**src/rtl/shield_ctrl.sv**
```systemverilog
// Shield pickup sequencer: icon visibility, pickup detection, frame-counted protection
// timer with end-of-life blink, and one-hit absorption.
module shield_ctrl #(
   parameter int unsigned XPOS           = 800,
   parameter int unsigned YPOS           = 16,
   parameter int unsigned PICKUP_SIZE    = 64,
   parameter int unsigned PLAYER_SIZE    = 64,
   parameter int unsigned ACTIVE_FRAMES  = 600,
   parameter int unsigned RESPAWN_FRAMES = 300,
   parameter int unsigned BLINK_FRAMES   = 120,
   parameter int unsigned BLINK_PERIOD   = 8
) (
   input  logic        clk,
   input  logic        rst,
   input  logic        start_game,
   input  logic        vsync,
   input  logic [10:0] player_x,
   input  logic [10:0] player_y,
   input  logic        hit,
   output logic        shield_visible,
   output logic        was_shield_picked_up,
   output logic        shield_active,
   output logic        shield_blink,
   output logic        player_hit,
   output logic        hit_absorbed
);

   // state     | meaning
   // S_IDLE    | no game running, everything off, hits dropped
   // S_AVAIL   | pickup icon shown, waiting for player overlap
   // S_ACTIVE  | player protected, timer counting frames down
   // S_RESPAWN | shield consumed/expired, icon hidden until timer ends
   localparam logic [1:0] S_IDLE    = 2'd0;
   localparam logic [1:0] S_AVAIL   = 2'd1;
   localparam logic [1:0] S_ACTIVE  = 2'd2;
   localparam logic [1:0] S_RESPAWN = 2'd3;

   localparam logic [11:0] X_LO     = 12'(XPOS);
   localparam logic [11:0] X_HI     = 12'(XPOS + PICKUP_SIZE);
   localparam logic [11:0] Y_LO     = 12'(YPOS);
   localparam logic [11:0] Y_HI     = 12'(YPOS + PICKUP_SIZE);
   localparam logic [11:0] PL_SIZE  = 12'(PLAYER_SIZE);
   localparam logic [15:0] ACT_LOAD = 16'(ACTIVE_FRAMES);
   localparam logic [15:0] RSP_LOAD = 16'(RESPAWN_FRAMES);
   localparam logic [15:0] BLK_WIN  = 16'(BLINK_FRAMES);
   localparam logic [15:0] BLK_PER  = 16'(BLINK_PERIOD);

   logic        r_vsync_q;
   logic [1:0]  r_state;
   logic [15:0] r_cnt;
   logic [15:0] r_phase;
   logic        r_visible;
   logic        r_active;
   logic        r_blink;
   logic        r_player_hit;
   logic        r_hit_absorbed;

   logic        w_tick;
   logic [11:0] w_px_end;
   logic [11:0] w_py_end;
   logic        w_overlap;
   logic [1:0]  w_state_nxt;
   logic [15:0] w_cnt_nxt;
   logic [15:0] w_phase_nxt;
   logic        w_blink_nxt;
   logic        w_player_hit_nxt;
   logic        w_absorbed_nxt;

   assign w_tick = r_vsync_q & ~vsync;

   // 12-bit sums cannot wrap for 11-bit positions, so touching edges compare cleanly
   assign w_px_end  = {1'b0, player_x} + PL_SIZE;
   assign w_py_end  = {1'b0, player_y} + PL_SIZE;
   assign w_overlap = (w_px_end > X_LO) && ({1'b0, player_x} < X_HI) &&
                      (w_py_end > Y_LO) && ({1'b0, player_y} < Y_HI);

   always_comb begin
      w_state_nxt      = r_state;
      w_cnt_nxt        = r_cnt;
      w_player_hit_nxt = 1'b0;
      w_absorbed_nxt   = 1'b0;
      if (!start_game) begin
         w_state_nxt = S_IDLE;
         w_cnt_nxt   = 16'd0;
      end else begin
         case (r_state)
            S_IDLE: begin
               w_state_nxt = S_AVAIL;
               w_cnt_nxt   = 16'd0;
            end
            S_AVAIL: begin
               w_player_hit_nxt = hit;
               if (w_overlap) begin
                  w_state_nxt = S_ACTIVE;
                  w_cnt_nxt   = ACT_LOAD;
               end
            end
            S_ACTIVE: begin
               // a hit outranks the expiring tick: the shield still absorbs it
               if (hit) begin
                  w_absorbed_nxt = 1'b1;
                  w_state_nxt    = S_RESPAWN;
                  w_cnt_nxt      = RSP_LOAD;
               end else if (w_tick) begin
                  if (r_cnt <= 16'd1) begin
                     w_state_nxt = S_RESPAWN;
                     w_cnt_nxt   = RSP_LOAD;
                  end else begin
                     w_cnt_nxt = r_cnt - 16'd1;
                  end
               end
            end
            default: begin
               w_player_hit_nxt = hit;
               if (w_tick) begin
                  if (r_cnt <= 16'd1) begin
                     w_state_nxt = S_AVAIL;
                     w_cnt_nxt   = 16'd0;
                  end else begin
                     w_cnt_nxt = r_cnt - 16'd1;
                  end
               end
            end
         endcase
      end
   end

   always_comb begin
      w_blink_nxt = 1'b0;
      w_phase_nxt = 16'd0;
      if (w_state_nxt == S_ACTIVE) begin
         if (w_cnt_nxt > BLK_WIN) begin
            w_blink_nxt = 1'b1;
         end else if ((r_state != S_ACTIVE) || (r_cnt > BLK_WIN)) begin
            // first frame inside the blink window starts dark with a fresh phase
            w_blink_nxt = 1'b0;
         end else if (w_tick) begin
            if ((r_phase + 16'd1) >= BLK_PER) begin
               w_blink_nxt = ~r_blink;
            end else begin
               w_blink_nxt = r_blink;
               w_phase_nxt = r_phase + 16'd1;
            end
         end else begin
            w_blink_nxt = r_blink;
            w_phase_nxt = r_phase;
         end
      end
   end

   always_ff @(posedge clk or posedge rst) begin
      if (rst) begin
         r_vsync_q      <= 1'b1;
         r_state        <= S_IDLE;
         r_cnt          <= 16'd0;
         r_phase        <= 16'd0;
         r_visible      <= 1'b0;
         r_active       <= 1'b0;
         r_blink        <= 1'b0;
         r_player_hit   <= 1'b0;
         r_hit_absorbed <= 1'b0;
      end else begin
         r_vsync_q      <= vsync;
         r_state        <= w_state_nxt;
         r_cnt          <= w_cnt_nxt;
         r_phase        <= w_phase_nxt;
         r_visible      <= (w_state_nxt == S_AVAIL);
         r_active       <= (w_state_nxt == S_ACTIVE);
         r_blink        <= w_blink_nxt;
         r_player_hit   <= w_player_hit_nxt;
         r_hit_absorbed <= w_absorbed_nxt;
      end
   end

   assign shield_visible       = r_visible;
   assign was_shield_picked_up = r_active;
   assign shield_active        = r_active;
   assign shield_blink         = r_blink;
   assign player_hit           = r_player_hit;
   assign hit_absorbed         = r_hit_absorbed;

endmodule

```
**config.mk**
```make
export PLATFORM = sky130hd
export DESIGN_NAME = shield_ctrl
export DESIGN_NICKNAME = d
export VERILOG_FILES = /design/src/rtl/shield_ctrl.sv
export SDC_FILE = /design/constraint.sdc
export NUM_CORES = 1
export LEC_CHECK = 0
export ABC_AREA = 1
export CORE_MARGIN = 5
export CORE_UTILIZATION = 45
export DETAILED_ROUTE_END_ITERATION = 10
export PLACE_DENSITY = 0.66
export SETUP_SLACK_MARGIN = 0.02
export SLEW_MARGIN = 20
export SYNTH_ARGS = -nofsm -noshare
export SYNTH_HDL_FRONTEND = slang
export SYNTH_SLANG_ARGS = --single-unit
```
**constraint.sdc**
```tcl
create_clock -name clk -period 2.9 [get_ports clk]
set_input_delay 0.58 -clock clk [delete_from_list [all_inputs] [get_ports clk]]
set_output_delay 0.58 -clock clk [all_outputs]
set_load 0.05 [all_outputs]
```
After elaboration in Yosys (flattened, before gate mapping) --
Cells that the tools add are included.
Storage, ports and cells: output and inout bits 6, bits in registers 40, input bits 27, logic and storage cells 69
Operators by class: muxes and demuxes 31, equal/unequal tests 7, reduce and logical (&&, ||, !) cells 7, magnitude comparators 8, bitwise logic cells 3, add/subtract/negate cells 4
Operator list (number):
- $mux 16 | 12
- $pmux 16 s3 | 1
- $gt 16x7->1 const B | 2
- $add 11x7->12 const B | 2
- $add 16x1->16 const B | 1
- $ge 16x4->1 const B | 1
- $le 16x1->1 const B | 1
- $sub 16x1->16 const B | 1
- $mux 2 | 7
- $gt 12x10->1 const B | 1
- $gt 12x5->1 const B | 1
- $lt 11x10->1 const B | 1
- $lt 11x7->1 const B | 1
- $mux 1 | 10
- $pmux 2 s3 | 1
- $eq 2x1->1 const B | 2
- $eq 2x2->1 const B | 2
- $ne 4x1->1 const B | 1
- $ne 4x2->1 const B | 1
- $logic_and 1x1->1 | 3
- $logic_not 2->1 | 1
- $ne 2x2->1 const B | 1
- $not 1->1 | 2
- $reduce_and 2->1 | 1
- other kinds (3) | 3

Logic depth before layout (Yosys ltp) --
depth in word-level cells 11, gate-level depth with buffers 21, mapped depth without buffers 21

Least setup slack after synthesis --
No wires, ideal clock.
kind input to register, start input port player_y[5], end register r_phase[8], path slack 0.651 ns, data required time 2.781 ns, data arrival time 2.130 ns, path buffers 2, setup time 0.119 ns, stages on the path 14, cell sequence o21ai_0 nand3_1 nor2_1 nand2_1 clkbuf_1 nand2_1 nand2_1 nand2_1 nand3_1 nor2_1 nand3_1 nand4_4 buf_8 nor2_4
Between the ends: longest elaborated chain between the ends 10, elaborated cells on any way between the ends 16, classes of those cells add/sub (1); order compare (3); eq/ne (2); mux (8); reduce/logical (2)
Ends and longest elaborated chain:
- start: declaration | RTL line 18 | input logic [10:0] player_y,
- $add 11x7->12 | RTL line 73 | assign w_py_end = {1'b0, player_y} + PL_SIZE;
- $gt 12x5->1 | RTL line 75 | (w_py_end > Y_LO) && ({1'b0, player_y} < Y_HI);
- $logic_and 1x1->1 | RTL line 74 | assign w_overlap = (w_px_end > X_LO) && ({1'b0, player_x} < X_HI) &&
- $logic_and 1x1->1 (*) | RTL line 75
- $mux 16 | RTL line 93 | if (w_overlap) begin
- $pmux 16 s3 | RTL line 86 | case (r_state)
- $mux 16 | RTL line 82 | if (!start_game) begin
- $gt 16x7->1 | RTL line 132 | if (w_cnt_nxt > BLK_WIN) begin
- $mux 16 | RTL line 132
- $mux 16 | RTL line 131 | if (w_state_nxt == S_ACTIVE) begin
- end signal: assignment | RTL line 166 | r_phase <= w_phase_nxt;
- end: declaration | RTL line 51 | logic [15:0] r_phase;
Mark *: on every way between the ends. The rest lies on a longest branch, timed or not. A chain may end at the register's enable or synchronous reset.

Worst setup path in the final report --
start register r_cnt[1], end register r_blink, in the netlist shield_blink
Between the ends: longest elaborated chain between the ends 9, elaborated cells on any way between the ends 27, classes of those cells add/sub (1); order compare (3); eq/ne (3); mux (18); reduce/logical (2)
Ends and longest elaborated chain:
- start: declaration | RTL line 50 | logic [15:0] r_cnt;
- start signal: assignment | RTL line 165 | r_cnt <= w_cnt_nxt;
- $sub 16x1->16 or $le 16x1->1 (tied branches)
- $mux 16 or $mux 2 (tied branches) | RTL line 105 | if (r_cnt <= 16'd1) begin
- $mux 16 or $mux 2 (tied branches) | RTL line 104 | end else if (w_tick) begin
- $mux 16 or $mux 2 (tied branches) | RTL line 100 | if (hit) begin
- $pmux 16 s3 or $pmux 2 s3 (tied branches) | RTL line 86
- $mux 16 or $mux 2 (tied branches) | RTL line 82
- $gt 16x7->1 or $eq 2x2->1 (tied branches) | RTL line 132, 131
- $ne 4x1->1 (no source line) (tied with other cells)
- $reduce_and 2->1 (no source line) or $mux 1 (tied branches)
- end signal: assignment | RTL line 169 | r_blink <= w_blink_nxt;
- end: declaration | RTL line 54 | logic r_blink;
Parallel ways exist; a longest one is shown, timed or not.

==> results.md <==
| Group | Result | This run |
|:---|:---|:---|
| run status | Status | finished, final reports clean |
| sta | Minimum setup slack in the final design | 0.3253 ns |
| global routing | Grt ovf | 0 |
| setup path | Worst-path cell with the longest stage delay | sky130_fd_sc_hd__dfrtp_1 |
| route | Average wire length per cell after detail routing | 12.01 um |
| synth | Distinct cell type count after synthesis | 36 |
| setup path | Type of the setup path with the least slack | reg2reg |
| clock tree | CTS root buffer | sky130_fd_sc_hd__clkbuf_8 |
| route | Vias | 2900 |
| synth | Share of synthesized area occupied by flip-flops and latches | 32.85% |
| global routing | Vias in the first global route | 2805 |
| synth | Post-Synthesis Mean Instance Area | 6.719 um2 |
| clock tree | Clock Path Buffers | 2 |
| global routing | Initial antenna violation count | 0 |
| route | Remaining routing DRC violations | 0 |
| sta | RSZ-0062 raised after global routing | false |
| sta | Final Hold Violating Endpoints | 0 |
| route | Final wirelength | 7110 um |
| synth | Synthesized cell area | 3050 um2 |
| setup path | Data arrival at the endpoint of the critical path | 2.76 ns |
| sta | Final sum of negative setup slack | 0 ns |
| clock tree | Number of clock sinks seen by CTS | 40 |
| synth | Synth Flop Type | sky130_fd_sc_hd__dfrtp_1 |
| sta | Worst Max-Slew Pin Slew | 0.5185 ns |
| pwr | Peak VDD IR | 0.2468 mV |
| global routing | All-layer global routing usage | 17.67% |
| sta | Minimum clock period | 2.575 ns |
| synth | Post-Synthesis Net Count | 486 |
| die | Die Footprint | 8526 um2 |
| setup path | Endpoint required time on the critical path | 3.08 ns |
| pwr | Leakage component of the power | 1.975 nW |
| finish | Post-layout net count | 543 |
| run | Count of max-cap constraint violations | 0 |
| die | Die Span Y | 92.34 um |
| die | Die boundary width | 92.34 um |
| placement | Global placer's final weighted congestion | 0.9093 |
| finish | Number of antenna repair diodes | 0 |
| setup path | Worst Setup Start Kind | flop |
| synth | Synthesized flop and latch total | 40 |
| clock tree | CTS tree | done |
| synth | Proportion of register bits with asynchronous set or reset after synthesis | 100.0% |
| setup path | Stage delay of the slowest cell on the critical path | 0.39 ns |
| setup path | Crit end category | flop |
| clock tree | Clock slew at the register clock pins of the worst setup and hold paths | 0.08 ns |
| global routing | First-pass GRT wire length | 12290 um |
| clock tree | H-Tree Depth | 2 |
| die | Starting density of the core | 45.66% |
| sta | Fmax | 388.4 MHz |
| finish | Layout fillers | 636 |
| synth | Post-synth EDFFs | 0 |
| route | Pre-antenna DRT Iters | 5 |
| sta | Worst max-slew margin expressed relative to the limit | 65.43% |
| route | Number of nets still failing antenna checks after routing | 0 |
| clock tree | CTS hold repair buffers | 0 |
| clock tree | Later-pin clock latency in the skew report | 0.29 ns |
| pwr | Pwr dens | 306.3 nW/um2 |
| global routing | Maximum number of pins on one net before global-route repair | 41 |
| die | Core Footprint | 6681 um2 |
| route | Via-per-instance ratio | 4.899 |
| synth | YS warnings | 0 |
| finish | Utilization after layout | 55.79% |
| clock tree | Number of instances resized during post-cts repair | 0 |
| setup path | CP dominant cell by count | sky130_fd_sc_hd__nand2_1 |
| sta | Slew Limit Fails | 0 |
| die | Number of rows created at floorplan | 30 |
| finish | Share of layout cells above drive strength 1 | 14.45% |
| setup path | Critical-path cell list | inv_1, ha_2, inv_1, nand2_1, nand2_1, nor2_4, nand3_4, nand2_4, inv_4, buf_4, o21ai_2, nand2_1, nand2_1, nand2_1, nor2_2, nand2_2, nor2_4, nand2_1, nor2_1, o21ai_1, nand2_1, nand2_1 |
| placement | Pre-CTS setup slack | -0.1180 ns |
| placement | HPWL after detailed placement | 5605 um |
| pwr | Tot Pwr | 1.142 mW |
| finish | Final Cell Area | 3727 um2 |
| sta | Fin Clk Skew | 0.008693 ns |
| finish | Relative area change from synthesis to final layout | 22.19% |
| sta | Final critical-path share of the clock period | 88.78% |
| setup path | Largest fanout on the critical path | 9 |
| die | I/O pin total | 33 |
| clock tree | TritonCTS Buffers | 5 |
| placement | Area after DPL | 3615 um2 |
| route | Initial drt markers | 161 |
| hold path | Class of the worst hold path | reg2reg |
| placement | Port-buffer cells | 28 |
| setup path | Number of buffer and inverter instances along the worst setup path | 4 |
| sta | Count of endpoints failing setup in the final report | 0 |
| setup path | Kind of cell adding the most delay to the critical path | simple AND/OR/NAND/NOR gates |
| synth | Cells after Synth | 454 |
| clock tree | Setup repair bufs after CTS | 0 |
==> cell usage after synthesis (2+ instances only) <==
| cell | instances | area, um2 |
|---|---|---|
| sky130_fd_sc_hd__xor2_1 | 10 | 87.58 |
| sky130_fd_sc_hd__nor2_2 | 9 | 56.30 |
| sky130_fd_sc_hd__a21oi_1 | 10 | 50.05 |
| sky130_fd_sc_hd__nand2_1 | 124 | 465.5 |
| sky130_fd_sc_hd__inv_2 | 2 | 7.510 |
| sky130_fd_sc_hd__nand2_2 | 2 | 12.51 |
| sky130_fd_sc_hd__nand3_1 | 47 | 235.2 |
| sky130_fd_sc_hd__nand3_2 | 2 | 20.02 |
| sky130_fd_sc_hd__ha_1 | 5 | 62.56 |
| sky130_fd_sc_hd__nor2_4 | 14 | 157.7 |
| sky130_fd_sc_hd__clkbuf_1 | 2 | 7.510 |
| sky130_fd_sc_hd__inv_1 | 78 | 292.8 |
| sky130_fd_sc_hd__o21ai_1 | 2 | 10.01 |
| sky130_fd_sc_hd__nor3_1 | 5 | 25.02 |
| sky130_fd_sc_hd__xnor2_1 | 2 | 17.52 |
| sky130_fd_sc_hd__nand4_1 | 11 | 68.82 |
| sky130_fd_sc_hd__nor2_1 | 56 | 210.2 |
| sky130_fd_sc_hd__a31oi_1 | 2 | 12.51 |
| sky130_fd_sc_hd__nand3b_1 | 7 | 52.55 |
| sky130_fd_sc_hd__o21ai_0 | 10 | 50.05 |
| sky130_fd_sc_hd__dfrtp_1 | 39 | 975.9 |
==> sequential cells by signal, summed over array words and instances, names as in the netlist <==
name            flops
shield_visible      1
r_vsync_q           1
r_cnt              16
r_phase            16
player_hit          1
hit_absorbed        1
shield_active       1
r_state             2
shield_blink        1
==> tightest hold or removal path: cells and delay by family, from the launching register on <==
| kind | cells | cell delay, ns |
|---|---|---|
| flip-flops | 1 | 0.39 |
| buffers and inverters | 1 | 0.06 |
| AND/OR/NAND/NOR | 1 | 0.04 |
==> through the flow <==
| step | instances | hold slack, ns |
|---|---|---|
| detailed placement | 584 | 0.5090 |
| floorplan | 454 | 0.4855 |
| finish | 592 | 0.5159 |
| global placement | 584 | 0.5087 |
| global route | 592 | 0.5448 |
| CTS | 592 | 0.5207 |
==> report_power, final <==
group / switching, mW / internal, mW
clock: 0.202 / 0.256
combinational: 0.0664 / 0.0553
sequential: 0.00212 / 0.561
==> cell usage in the layout, fill, tap and decap left out <==
| cell type | count |
|---|---|
| sky130_fd_sc_hd__inv_4 | 1 |
| sky130_fd_sc_hd__nand2_2 | 3 |
| sky130_fd_sc_hd__a21oi_1 | 10 |
| sky130_fd_sc_hd__nand3_1 | 47 |
| sky130_fd_sc_hd__buf_12 | 1 |
| sky130_fd_sc_hd__nor3_1 | 5 |
| sky130_fd_sc_hd__ha_1 | 4 |
| sky130_fd_sc_hd__inv_1 | 78 |
| sky130_fd_sc_hd__a31oi_1 | 2 |
| sky130_fd_sc_hd__nand3_2 | 2 |
| sky130_fd_sc_hd__o21ai_2 | 1 |
| sky130_fd_sc_hd__nand3_4 | 1 |
| sky130_fd_sc_hd__nor2_4 | 14 |
| sky130_fd_sc_hd__inv_2 | 2 |
| sky130_fd_sc_hd__nand4_4 | 1 |
| sky130_fd_sc_hd__buf_4 | 27 |
| sky130_fd_sc_hd__nand4_1 | 11 |
| sky130_fd_sc_hd__a21boi_0 | 1 |
| sky130_fd_sc_hd__xnor2_1 | 2 |
| sky130_fd_sc_hd__o21ai_1 | 4 |
| sky130_fd_sc_hd__clkbuf_8 | 5 |
| sky130_fd_sc_hd__clkinv_2 | 1 |
| sky130_fd_sc_hd__a21oi_2 | 1 |
| sky130_fd_sc_hd__nor2_2 | 9 |
| sky130_fd_sc_hd__o21ai_0 | 8 |
| sky130_fd_sc_hd__o211ai_1 | 1 |
| sky130_fd_sc_hd__nand3b_1 | 7 |
| sky130_fd_sc_hd__nor2_1 | 56 |
| sky130_fd_sc_hd__and3_1 | 1 |
| sky130_fd_sc_hd__nor2_8 | 1 |
| sky130_fd_sc_hd__nand2_1 | 123 |
| sky130_fd_sc_hd__dfstp_2 | 1 |
| sky130_fd_sc_hd__nand2_4 | 1 |
| sky130_fd_sc_hd__bufinv_16 | 1 |
| sky130_fd_sc_hd__ha_2 | 1 |
| sky130_fd_sc_hd__dfrtp_1 | 39 |
| sky130_fd_sc_hd__clkbuf_1 | 1 |
| sky130_fd_sc_hd__clkdlybuf4s50_1 | 28 |
| sky130_fd_sc_hd__xor2_1 | 10 |
==> routing by layer <==
| metal | GRT usage [%] | routed length, um | vias to the layer above |
|---|---|---|---|
| met3 | 2.600 | 237 | 7 |
| met1 | 22.49 | 3221 | 1325 |
| met2 | 31.06 | 3567 | 49 |
| met5 | 0 | 0 | - |
| li1 | - | - | 1519 |
| met4 | 4.950 | 83 | 0 |
==> final cells by class <==
| type | instances | area (um2) | area share (%) |
|---|---|---|---|
| inverters | 81 | 306.5 | 8.224 |
| flip-flops and latches | 40 | 1002 | 26.89 |
| multi-input cells | 327 | 1708 | 45.82 |
| well taps | 80 | 100.1 | 2.685 |
| clock inverters | 2 | 35.03 | 0.9399 |
| repair buffers | 56 | 503.0 | 13.49 |
| clock buffers | 6 | 72.57 | 1.947 |
==> kinds of logic after synthesis <==
kind of cell             synth area share (%)
AND/OR/NAND/NOR                         45.24
flip-flops                              32.86
adder cells (fa/ha/maj)                 2.051
buffers and inverters                   11.32
AO/OA/AOI/OAI                           5.087
XOR/XNOR                                3.445
==> final timing paths <==
kind	startpoint	to	slack, ns	cells after the start
min reg2reg	r_phase[13]	r_phase[13]	0.52	2
max in group asynchronous	rst	r_vsync_q	1.82	3
max	r_cnt[1]	shield_blink	0.33	22
min in group asynchronous	rst	r_cnt[8]	0.72	3
max reg2reg	r_cnt[1]	shield_blink	0.33	22
min	r_phase[13]	r_phase[13]	0.52	2
No activity file was read; power rests on OpenSTA's default activity.
